===== src/rtl/infifo_thread_scheduler.sv =====
// Packet scheduler between the input small FIFO and the per-thread input FIFOs.
// Grants free threads round-robin, steers whole packets to them and tracks busy state.
module infifo_thread_scheduler #(
    parameter int SEL_W       = 3,
    parameter int NUM_THREADS = 2**SEL_W,
    parameter int CNT_W       = 32
) (
    input  logic                   clk,
    input  logic                   reset,
    input  logic                   pkt_valid,
    input  logic                   pkt_lastword,
    input  logic [NUM_THREADS-1:0] thread_done,
    output logic                   fifo_rd,
    output logic                   fifowrite_out,
    output logic                   firstword_out,
    output logic                   enable_cpu_out,
    output logic [SEL_W-1:0]       thread_sel,
    output logic [NUM_THREADS-1:0] thread_busy,
    output logic                   all_busy,
    output logic [CNT_W-1:0]       pkt_count
);

    typedef enum logic [1:0] {
        IDLE     = 2'd0,
        READY    = 2'd1,
        XFER     = 2'd2,
        DISPATCH = 2'd3
    } state_t;

    state_t                 state_r;
    state_t                 state_nxt_s;
    logic [SEL_W-1:0]       thread_sel_r;
    logic [SEL_W-1:0]       rr_ptr_r;
    logic [SEL_W-1:0]       free_idx_s;
    logic                   free_found_s;
    logic [NUM_THREADS-1:0] thread_busy_r;
    logic [NUM_THREADS-1:0] busy_nxt_s;
    logic                   all_busy_r;
    logic [CNT_W-1:0]       pkt_count_r;

    assign thread_sel  = thread_sel_r;
    assign thread_busy = thread_busy_r;
    assign all_busy    = all_busy_r;
    assign pkt_count   = pkt_count_r;

    // First free thread searching upward from rr_ptr+1; only registered busy is consulted.
    always_comb begin : rr_search
        logic [SEL_W-1:0] idx_v;
        free_found_s = 1'b0;
        free_idx_s   = '0;
        idx_v        = '0;
        for (int i = 1; i <= NUM_THREADS; i++) begin
            idx_v = rr_ptr_r + SEL_W'(i);
            if (!free_found_s && !thread_busy_r[idx_v]) begin
                free_found_s = 1'b1;
                free_idx_s   = idx_v;
            end else begin
                free_found_s = free_found_s;
            end
        end
    end

    // Next-state and strobe decode.
    always_comb begin
        state_nxt_s    = state_r;
        fifo_rd        = 1'b0;
        fifowrite_out  = 1'b0;
        firstword_out  = 1'b0;
        enable_cpu_out = 1'b0;
        case (state_r)
            IDLE: begin
                if (free_found_s) begin
                    state_nxt_s = READY;
                end else begin
                    state_nxt_s = IDLE;
                end
            end
            READY: begin
                fifo_rd       = pkt_valid;
                fifowrite_out = pkt_valid;
                firstword_out = pkt_valid;
                if (pkt_valid && pkt_lastword) begin
                    state_nxt_s = DISPATCH;
                end else if (pkt_valid) begin
                    state_nxt_s = XFER;
                end else begin
                    state_nxt_s = READY;
                end
            end
            XFER: begin
                fifo_rd       = pkt_valid;
                fifowrite_out = pkt_valid;
                if (pkt_valid && pkt_lastword) begin
                    state_nxt_s = DISPATCH;
                end else begin
                    state_nxt_s = XFER;
                end
            end
            DISPATCH: begin
                enable_cpu_out = 1'b1;
                state_nxt_s    = IDLE;
            end
            default: begin
                state_nxt_s = IDLE;
            end
        endcase
    end

    // Done pulses clear busy bits; a same-cycle dispatch to that thread wins.
    always_comb begin
        busy_nxt_s = thread_busy_r & ~thread_done;
        if (state_r == DISPATCH) begin
            busy_nxt_s[thread_sel_r] = 1'b1;
        end else begin
            busy_nxt_s = busy_nxt_s;
        end
    end

    // State, grant, round-robin pointer, busy flags and packet counter.
    always_ff @(posedge clk) begin
        if (reset) begin
            state_r       <= IDLE;
            thread_sel_r  <= '0;
            rr_ptr_r      <= '1;
            thread_busy_r <= '0;
            all_busy_r    <= 1'b0;
            pkt_count_r   <= '0;
        end else begin
            state_r       <= state_nxt_s;
            thread_busy_r <= busy_nxt_s;
            all_busy_r    <= &busy_nxt_s;
            if (state_r == IDLE && free_found_s) begin
                thread_sel_r <= free_idx_s;
            end
            if (state_r == DISPATCH) begin
                rr_ptr_r    <= thread_sel_r;
                pkt_count_r <= pkt_count_r + CNT_W'(1);
            end
        end
    end

endmodule


===== config.mk =====
export PLATFORM = sky130hd
export DESIGN_NAME = infifo_thread_scheduler
export DESIGN_NICKNAME = d
export VERILOG_FILES = /design/src/rtl/infifo_thread_scheduler.sv
export SDC_FILE = /design/constraint.sdc
export NUM_CORES = 1
export LEC_CHECK = 0
export CAP_MARGIN = 20
export CORE_MARGIN = 1
export CORE_UTILIZATION = 45
export CTS_BUF_LIST = sky130_fd_sc_hd__clkbuf_2
export DETAILED_ROUTE_END_ITERATION = 12
export PLACE_DENSITY_LB_ADDON = 0.1
export SETUP_SLACK_MARGIN = 0.5
export SYNTH_ARGS = -nofsm -noshare
export SYNTH_HDL_FRONTEND = slang
export SYNTH_SLANG_ARGS = --single-unit

===== constraint.sdc =====
create_clock -name clk -period 6.7 [get_ports clk]
set_clock_uncertainty 0.1 [all_clocks]
set_input_delay 1.34 -clock clk [delete_from_list [all_inputs] [get_ports clk]]
set_output_delay 1.34 -clock clk [all_outputs]
set_load 0.005 [all_outputs]

; Word-level counts from Yosys, hierarchy flattened
; Index checks and enable logic that the tools add are counted.
[word_totals]
ff_bits = 49
inputBits = 12
output_inout_bits = 48
[classes]
n_eq_ne = 3
bitwise = 3
n_reduce_logical = 26
addsub = 8
muxes = 43
magnitude_cmp = 10
[ops]
columns = cell, n
row1 = 3-bit by 4-bit < comparator with 1-bit output (second input constant), 9
row2 = 32-bit by 1-bit adder with 32-bit output (second input constant), 1
row3 = 1-bit binary-select mux with 3-bit select, 8
row4 = 3-bit two-way mux, 8
row5 = 1-bit two-way mux, 22
row6 = 1-bit zero test, 13
row7 = 3-bit adder (second input constant), 4
row8 = 1-bit logical AND, 10
row9 = 8-bit AND, 1
row10 = 8-bit two-way mux, 1
row11 = 8-bit NOT, 1
row12 = 8-bit OR, 1
row13 = 2-bit case mux with 4 select lines, 1
row14 = 8-bit AND reduction, 1
row15 = 3-bit by 2-bit adder with 3-bit output (second input constant), 2
row16 = 2-bit equality test (second input constant), 2
row17 = 2-bit two-way mux, 2
row18 = 3-bit by 1-bit adder with 3-bit output (second input constant), 1
row19 = 1-bit demux with 3-bit select, 1
row20 = 3-bit by 1-bit >= comparator with 1-bit output (second input constant), 1
row21 = 2-bit by 1-bit equality test with 1-bit output (second input constant), 1
row22 = 2-bit zero test, 1
row23 = 2-bit OR reduction, 1

; Logic depth before layout (Yosys ltp)
; Gate-level depths: netlist of run 1.
[logic_depth]
depth_word = 26
ltp_mapped = 12

; Least setup slack after synthesis of run 1
; Ideal clock, no wire load.
[synth_timing]
path_kind = input to output
start = input pkt_valid
end = output fifowrite_out
stages = 2
slack_ps = 3633
path_buffers = 1
arrival_time_ps = 1627
t_required_ps = 5260
path_cell_list = and2_1 > buf_4
[synth_via]
elab_chain_cells = 1
[synth_rtl]
columns = element, line
row1 = start: declaration, 10  ; input logic pkt_valid,
row2 = 1-bit two-way mux, 70  ; case (state_r)
row3 = end: declaration, 14  ; output logic fifowrite_out,
; Every way passes these cells.

; Worst setup path after layout of run 1
[layout_timing]
start = input pkt_valid
end = output firstword_out
[layout_via]
elab_chain_cells = 1
[layout_rtl]
columns = element, line
row1 = 1-bit two-way mux, 70
row2 = end: declaration, 15  ; output logic firstword_out,
; Every way passes these cells.

==> results of run 1 <==
final cells by class:
class                   instances  area [sq um]  area share (%)
multi-input cells             261          1950            52.2
flip-flops and latches         49           981            26.2
repair buffers                 60           598            16.0
well taps                      77          96.3            2.58
inverters                      12          45.0            1.20
clock inverters                 3          43.8            1.17
clock buffers                   5          25.0           0.669
layer usage:
metal	GRT usage, %	wire (microns)	vias up
li1	-	-	1316
met1	29.4	3380	1272
met2	31.3	3290	58
met3	4.33	358	11
met4	6.01	107	0
met5	0	0	-
Yosys cell counts (9+ instances only):
| cell type | number |
|---|---|
| nor2_1 | 51 |
| dfxtp_1 | 49 |
| xor2_1 | 26 |
| nand2_1 | 23 |
| mux2i_1 | 18 |
| nand3_1 | 12 |
| inv_1 | 11 |
| clkbuf_1 | 10 |
| nand4_1 | 10 |
| a21oi_1 | 9 |
state kept, by name (all words and copies together) (netlist names), named ones only:
signal and cells:
thread_busy 8, rr_ptr_r 3, pkt_count 32, thread_sel 3, state_r 1, all_busy 1
stage by stage:
step           hold WS (ps)  std cells  cell area, sq um  power (mW)  worst slack (ps)
2_1_floorplan           395        339              3080       0.326              3630
3_3_place_gp            399        459              3670       0.340              2780
3_5_place_dp            411        459              3670       0.341              2760
4_1_cts                 441        467              3740       0.505              2760
5_1_grt                 480        467              3740       0.522              2670
6_report                438        467              3740       0.498              2760
report_power, final:
part / internal (mW) / total, mW / leakage, nW / switching, mW
combinational: 0.0194 / 0.0365 / 0.921 / 0.0171
clock: 0.0639 / 0.163 / 0.0433 / 0.0986
sequential: 0.294 / 0.299 / 0.395 / 0.00429
total: 0.378 / 0.498 / 1.36 / 0.120
cells by family after synthesis:
group / after synthesis / share of synthesized area (%)
AO/OA/AOI/OAI: 39 / 8.99
multiplexers: 36 / 17.7
XOR/XNOR: 33 / 9.39
adder cells (fa/ha/maj): 8 / 3.25
flip-flops: 49 / 31.9
buffers and inverters: 29 / 4.68
AND/OR/NAND/NOR: 145 / 24.1
layout by cell type, fill, tap and decap left out, types with 2 or more instances in the layout:
master,instances
or3_1,3
a21oi_1,9
a31oi_1,4
o41ai_1,2
mux4_2,8
mux2_2,4
ha_1,8
clkbuf_2,5
nor3_1,3
nand4_1,10
clkdlybuf4s50_1,59
and2_1,5
a22o_1,2
and3_1,4
nor2_1,51
nand3_1,12
xnor2_1,7
or4_1,2
nand2_1,23
a41oi_1,2
dfxtp_1,49
o21ai_0,5
o211ai_1,4
mux2i_1,18
inv_1,11
and4_1,4
xor2_1,26
mux4_1,4
nand2b_1,8
nand4b_1,2
nor2b_1,8
a32o_1,2
how the worst max path moves through the flow:
stage,from,slack (ps),to
final,pkt_valid,2760,firstword_out
after CTS,pkt_valid,2760,fifowrite_out
after global routing,pkt_valid,2670,firstword_out
after floorplan,pkt_valid,3630,fifowrite_out
after detailed placement,pkt_valid,2760,fifowrite_out
after global placement,pkt_valid,2780,firstword_out
critical path, stage by stage:
cell and delay, ps:
clkdlybuf4s50_1 500, and2_1 150, clkdlybuf4s50_1 500
==> summary by stage, run 1 <==
STA
The total negative setup slack is 0 ps. The hold violation count in the final report is 0. The final period demand of the worst path is 3940 ps.

Setup violations remaining at the end of the flow were counted as 0. The ratio of final minimum period to clock period is 58.7%. The max-slew violation count is 0. The top achievable clock speed is 254 MHz.

The headroom to the max-slew limit is 46.4%. Setup repair after global routing left no endpoint under its margin. The slew at the pin closest to its max-slew limit is 797 ps.

Global routing
The wire length of the first global-routing pass is 11800 microns. Global routing finished with a remaining overflow of 0. Entering global routing, the biggest net connects 44 pins.

Global routing consumed, over all layers together, 20.5% of the routing resources. The via count of the first global-routing pass is 2410. The initial antenna violation count is 0.

Die
Row generation in the floorplan step produced 29 rows. The horizontal die dimension is 84.7 microns. The number of primary I/O pins is 60. Once the floorplan was initialized, standard cells occupied 47.6% of the core. The area of the core region is 6460 sq um.

The die area is 7170 sq um. The die outline height is 84.7 microns.

CTS
The cts-stage hold buffer count is 0. The maximum root-to-sink buffer count is 2. Once the clock tree was built, the setup fixing pass inserted 0 buffers. The number of H-tree branching levels is 2. The clock tree root buffer cell is clkbuf_2. After clock tree synthesis, the clock-pin slew on the worst setup and hold paths is 260 ps. The sink count of the clock tree is 49. The clock insertion delay at the later pin of the skew report is 440 ps. The number of buffers inserted during clock tree synthesis is 5. TritonCTS built the clock tree. The number of gates resized after CTS was 0.

Power
The leakage component of the power is 1.36 nW. The worst-case IR drop observed on VDD is 0.0850 mV. The cell area power density is 133 nW/um^2.

Synthesis
Sequential elements use 31.9% of the synthesized area. The proportion of synthesized flip-flops having asynchronous set or reset is 0%. The count of state elements after synthesis is 49. The portion of synthesized cell area occupied by the leading cell type is 31.9%. The most frequently used flop master after synthesis is dfxtp_1. The mapped cell area is 3080 sq um. The largest total area in the synthesized netlist belongs to dfxtp_1. The count of flip-flops with a built-in enable after synthesis is 0. The net count after synthesis is 359. After synthesis, the mean cell area works out to 9.08 sq um. Ranked by total cell area, the synthesized netlist is headed by dfxtp_1, xor2_1, nor2_1, mux2i_1, mux4_2.

Yosys printed 0 warnings. The count of different cell masters after synthesis is 56. The number of standard cells after synthesis is 339.

Routing
The routed length per instance is 15.3 microns. The routed layout has 2657 vias. In the routed design, unresolved DRC markers number 0. Wires add up to 7130 microns. After the first detailed-routing iteration, the DRC count stood at 118. The number of nets still failing antenna checks after routing is 0. The pre-antenna-repair detailed-routing pass consisted of 6 iterations. The average vias per placed instance is 5.69.

Finish
The layout cell share with drive strength beyond 1 is 7.44%. The filler cells instantiated in the layout total 595. The area growth from synthesis to layout is 21.6%.

The final-stage net count is 409. The fraction of the core area covered by cells at the end of the flow is 57.9%. The repair_antennas step left the layout with diodes totalling 0.

Place
The congestion estimate from routability-driven global placement came to 0.847. The HPWL reported at the end of detailed placement is 5240 microns. The total of buffers placed on input and output ports is 59.

Min path
The worst hold path endpoint is pkt_count[8]. The number of instances on the worst hold path is 2. The tightest min-delay check is of the reg -> reg type. The startpoint of the lowest-slack hold path is pkt_count[8].

Setup path
The depth of the most critical reg-to-reg path is 9. The end of the worst register-to-register path is thread_sel[1]. The nature of the critical path endpoint is an output pin. STA puts the critical path data arrival time at 2500 ps. The worst setup path is of the in -> out kind. The setup slack of the most critical reg-to-reg path is 2950 ps. The maximum fanout count along the critical path is 4.

The element type at the critical path start is an input pin. The worst register-to-register path begins at rr_ptr_r[0]. The required time of the critical path is 5260 ps.

Run
Max-cap violations in this run came to 0.

Status
The run finished with clean final reports.
Note: power is estimated with default switching activity, not from simulation.
==> run 2: changes to the inputs <==
clock period = 3.4 ns   (was 6.7 ns; I/O delays follow)
==> summary by stage, run 2 (synthesis results as in run 1) <==
Setup path
The signal on the critical path passes through inv_1, ha_4, mux2_1, and2_0, mux4_2, a31oi_4, mux2i_1, o211ai_1, a22o_1. The maximum fanout count along the critical path is 15. STA classifies the critical path endpoint as a flop. The element type at the critical path start is a flop. Data on the critical path arrives at its endpoint at 3000 ps. The largest individual stage delay along the critical path comes from the cell mux4_2. For the worst setup path, the data required time is 3640 ps. The largest single stage delay on the critical path is 480 ps. The critical path is of the reg -> reg type.

STA
The top achievable clock speed is 362 MHz. The final count of negative-setup-slack endpoints is 0. For the pin with the worst max-slew slack, the measured transition is 774 ps.

Setup total negative slack on the finished layout was measured at 0 ps. The hold violation count in the final report is 0. The max-slew violation count is 0. The ratio of final minimum period to clock period is 81.3%. Headroom to the max-slew limit came out at 47.9%. The final period demand of the worst path is 2760 ps. Setup repair after global routing left no endpoint under its margin.

Place
Input and output buffers added on the ports amount to 59. The last weighted congestion value of the routability-driven placer is 0.882. The post-placement cell count is 461. The HPWL reported at the end of detailed placement is 5380 microns.

Once placement finished, the instance area stood at 3720 sq um.

CTS
TritonCTS built the clock tree. For this design, the CTS-stage hold fixing added 0 buffers. Clock-pin slew was measured on the worst setup and hold paths at 250 ps. The tree built by TritonCTS fans out to 49 sinks. CTS built an H-tree with a depth of 2. The clock insertion delay at the later pin of the skew report is 430 ps.

The number of buffers inserted during clock tree synthesis is 5. The maximum root-to-sink buffer count is 2. The clock tree root buffer cell is clkbuf_2.

Die
The die area is 7170 sq um. In this run the vertical extent of the chip is 84.7 microns. The area of the core region is 6460 sq um. After floorplanning, the core was divided into 29 placement rows. The initial standard-cell utilization of the core is 47.6%. The number of primary I/O pins is 60.

The floorplan step set the die width to 84.7 microns.

Finish
The register with the most flip-flops in the layout has 32 of them. The post-route netlist has 9.39% of its cells at a drive strength greater than 1. Once layout is done, the placed cells without fillers occupy 3780 sq um. The library cells used most frequently in the layout, excluding fill and tap cells, are clkdlybuf4s50_1, nor2_1, dfxtp_1. The layout overhead on the synthesized area is 23.0%. Cells fill 58.6% of the core in the end.

The number of antenna diodes in the final layout is 0. The finished layout holds 471 standard cells, fillers aside. The final-stage net count is 413. The commonest non-fill, non-tap cell in the layout is clkdlybuf4s50_1.

Power
The peak supply drop is 0.209 mV. The analysis attributes to cell leakage a power of 1.37 nW. Total power for the finished layout comes to 904 uW. For this design the ratio of total power to cell area is 239 nW/um^2.

Routing
After the first detailed-routing iteration, the DRC count stood at 133. The routed length per instance is 15.8 microns. Once detail routing completed, the nets flagged for antenna violations numbered 0. The DRC violations left is 0. The average vias per placed instance is 5.67.

Before antenna repair, the detailed router went through 6 iterations. Across all layers, the routed design uses 2672 vias. Wires add up to 7450 microns.

Run
The tool flagged a number of max-cap violations equal to 0.

Global routing
The remaining global-route overflow is 0. The met3 global-route usage is 4.03%. The most crowded layer after global routing is met2.

In the global route stage, met2 resource usage came out at 33.0%. The wire length of the first global-routing pass is 12300 microns. The initial antenna violation count is 0. The maximum number of pins on one net before global-route repair is 25. The met1 routing resource usage after global routing is 29.9%. The via count of the first global-routing pass came to 2484. The overall fraction of global-route tracks in use is 21.4%.

Min path
The path category of the worst min-delay check is reg -> reg.

Status
The run finished with clean final reports.
==> run 2: critical path, delay by kind of cell, from the launching register on <==
family | cells | cell delay (ps)
adder cells (fa/ha/maj) | 1 | 410
AND/OR/NAND/NOR | 1 | 140
flip-flops | 1 | 400
AO/OA/AOI/OAI | 3 | 500
buffers and inverters | 1 | 70
multiplexers | 3 | 1050
==> run 2: metrics by stage <==
| step | hold WS [ps] | setup WS, ps |
|---|---|---|
| final | 440 | 637 |
| after global routing | 486 | 521 |
| after CTS | 443 | 635 |
| after detailed placement | 408 | 412 |
| after global placement | 399 | 459 |
| after floorplan | 395 | 519 |
==> run 2: final timing paths <==
check / depth (start not counted) / slack (ps) / start / to
max: 9 / 640 / rr_ptr_r[1] / thread_sel[1]
min: 2 / 440 / pkt_count[8] / pkt_count[8]
max reg2reg: 9 / 640 / rr_ptr_r[1] / thread_sel[1]
min reg2reg: 2 / 440 / pkt_count[8] / pkt_count[8]
==> run 2: per-layer routing <==
| layer | part of all wire [%] | wire length, microns | vias up |
|---|---|---|---|
| met4 | 1.5 | 110 | 0 |
| met2 | 46 | 3390 | 83 |
| met5 | 0 | 0 | - |
| li1 | - | - | 1315 |
| met3 | 6.2 | 463 | 10 |
| met1 | 47 | 3490 | 1264 |
==> run 2: power breakdown <==
group / leakage (nW) / switching [mW] / internal, mW
combinational: 0.937 / 0.0375 / 0.0408
sequential: 0.395 / 0.00665 / 0.579
clock: 0.0334 / 0.185 / 0.0557
total: 1.37 / 0.229 / 0.675
==> run 2: final cells by class <==
class                   count  area, sq um
clock buffers               6         30.0
multi-input cells         261         1980
flip-flops and latches     49          988
clock inverters             2         13.8
well taps                  77         96.3
fillers                   593         2680
inverters                  12         47.5
repair buffers             64          628
==> run 2: what timing repair did <==
| action | 4_1_cts | 5_1_grt |
|---|---|---|
| setup endpoints to repair | 3 | 0 |
| gates resized for setup | 1 | 0 |
| buffers inserted | 2 | 0 |
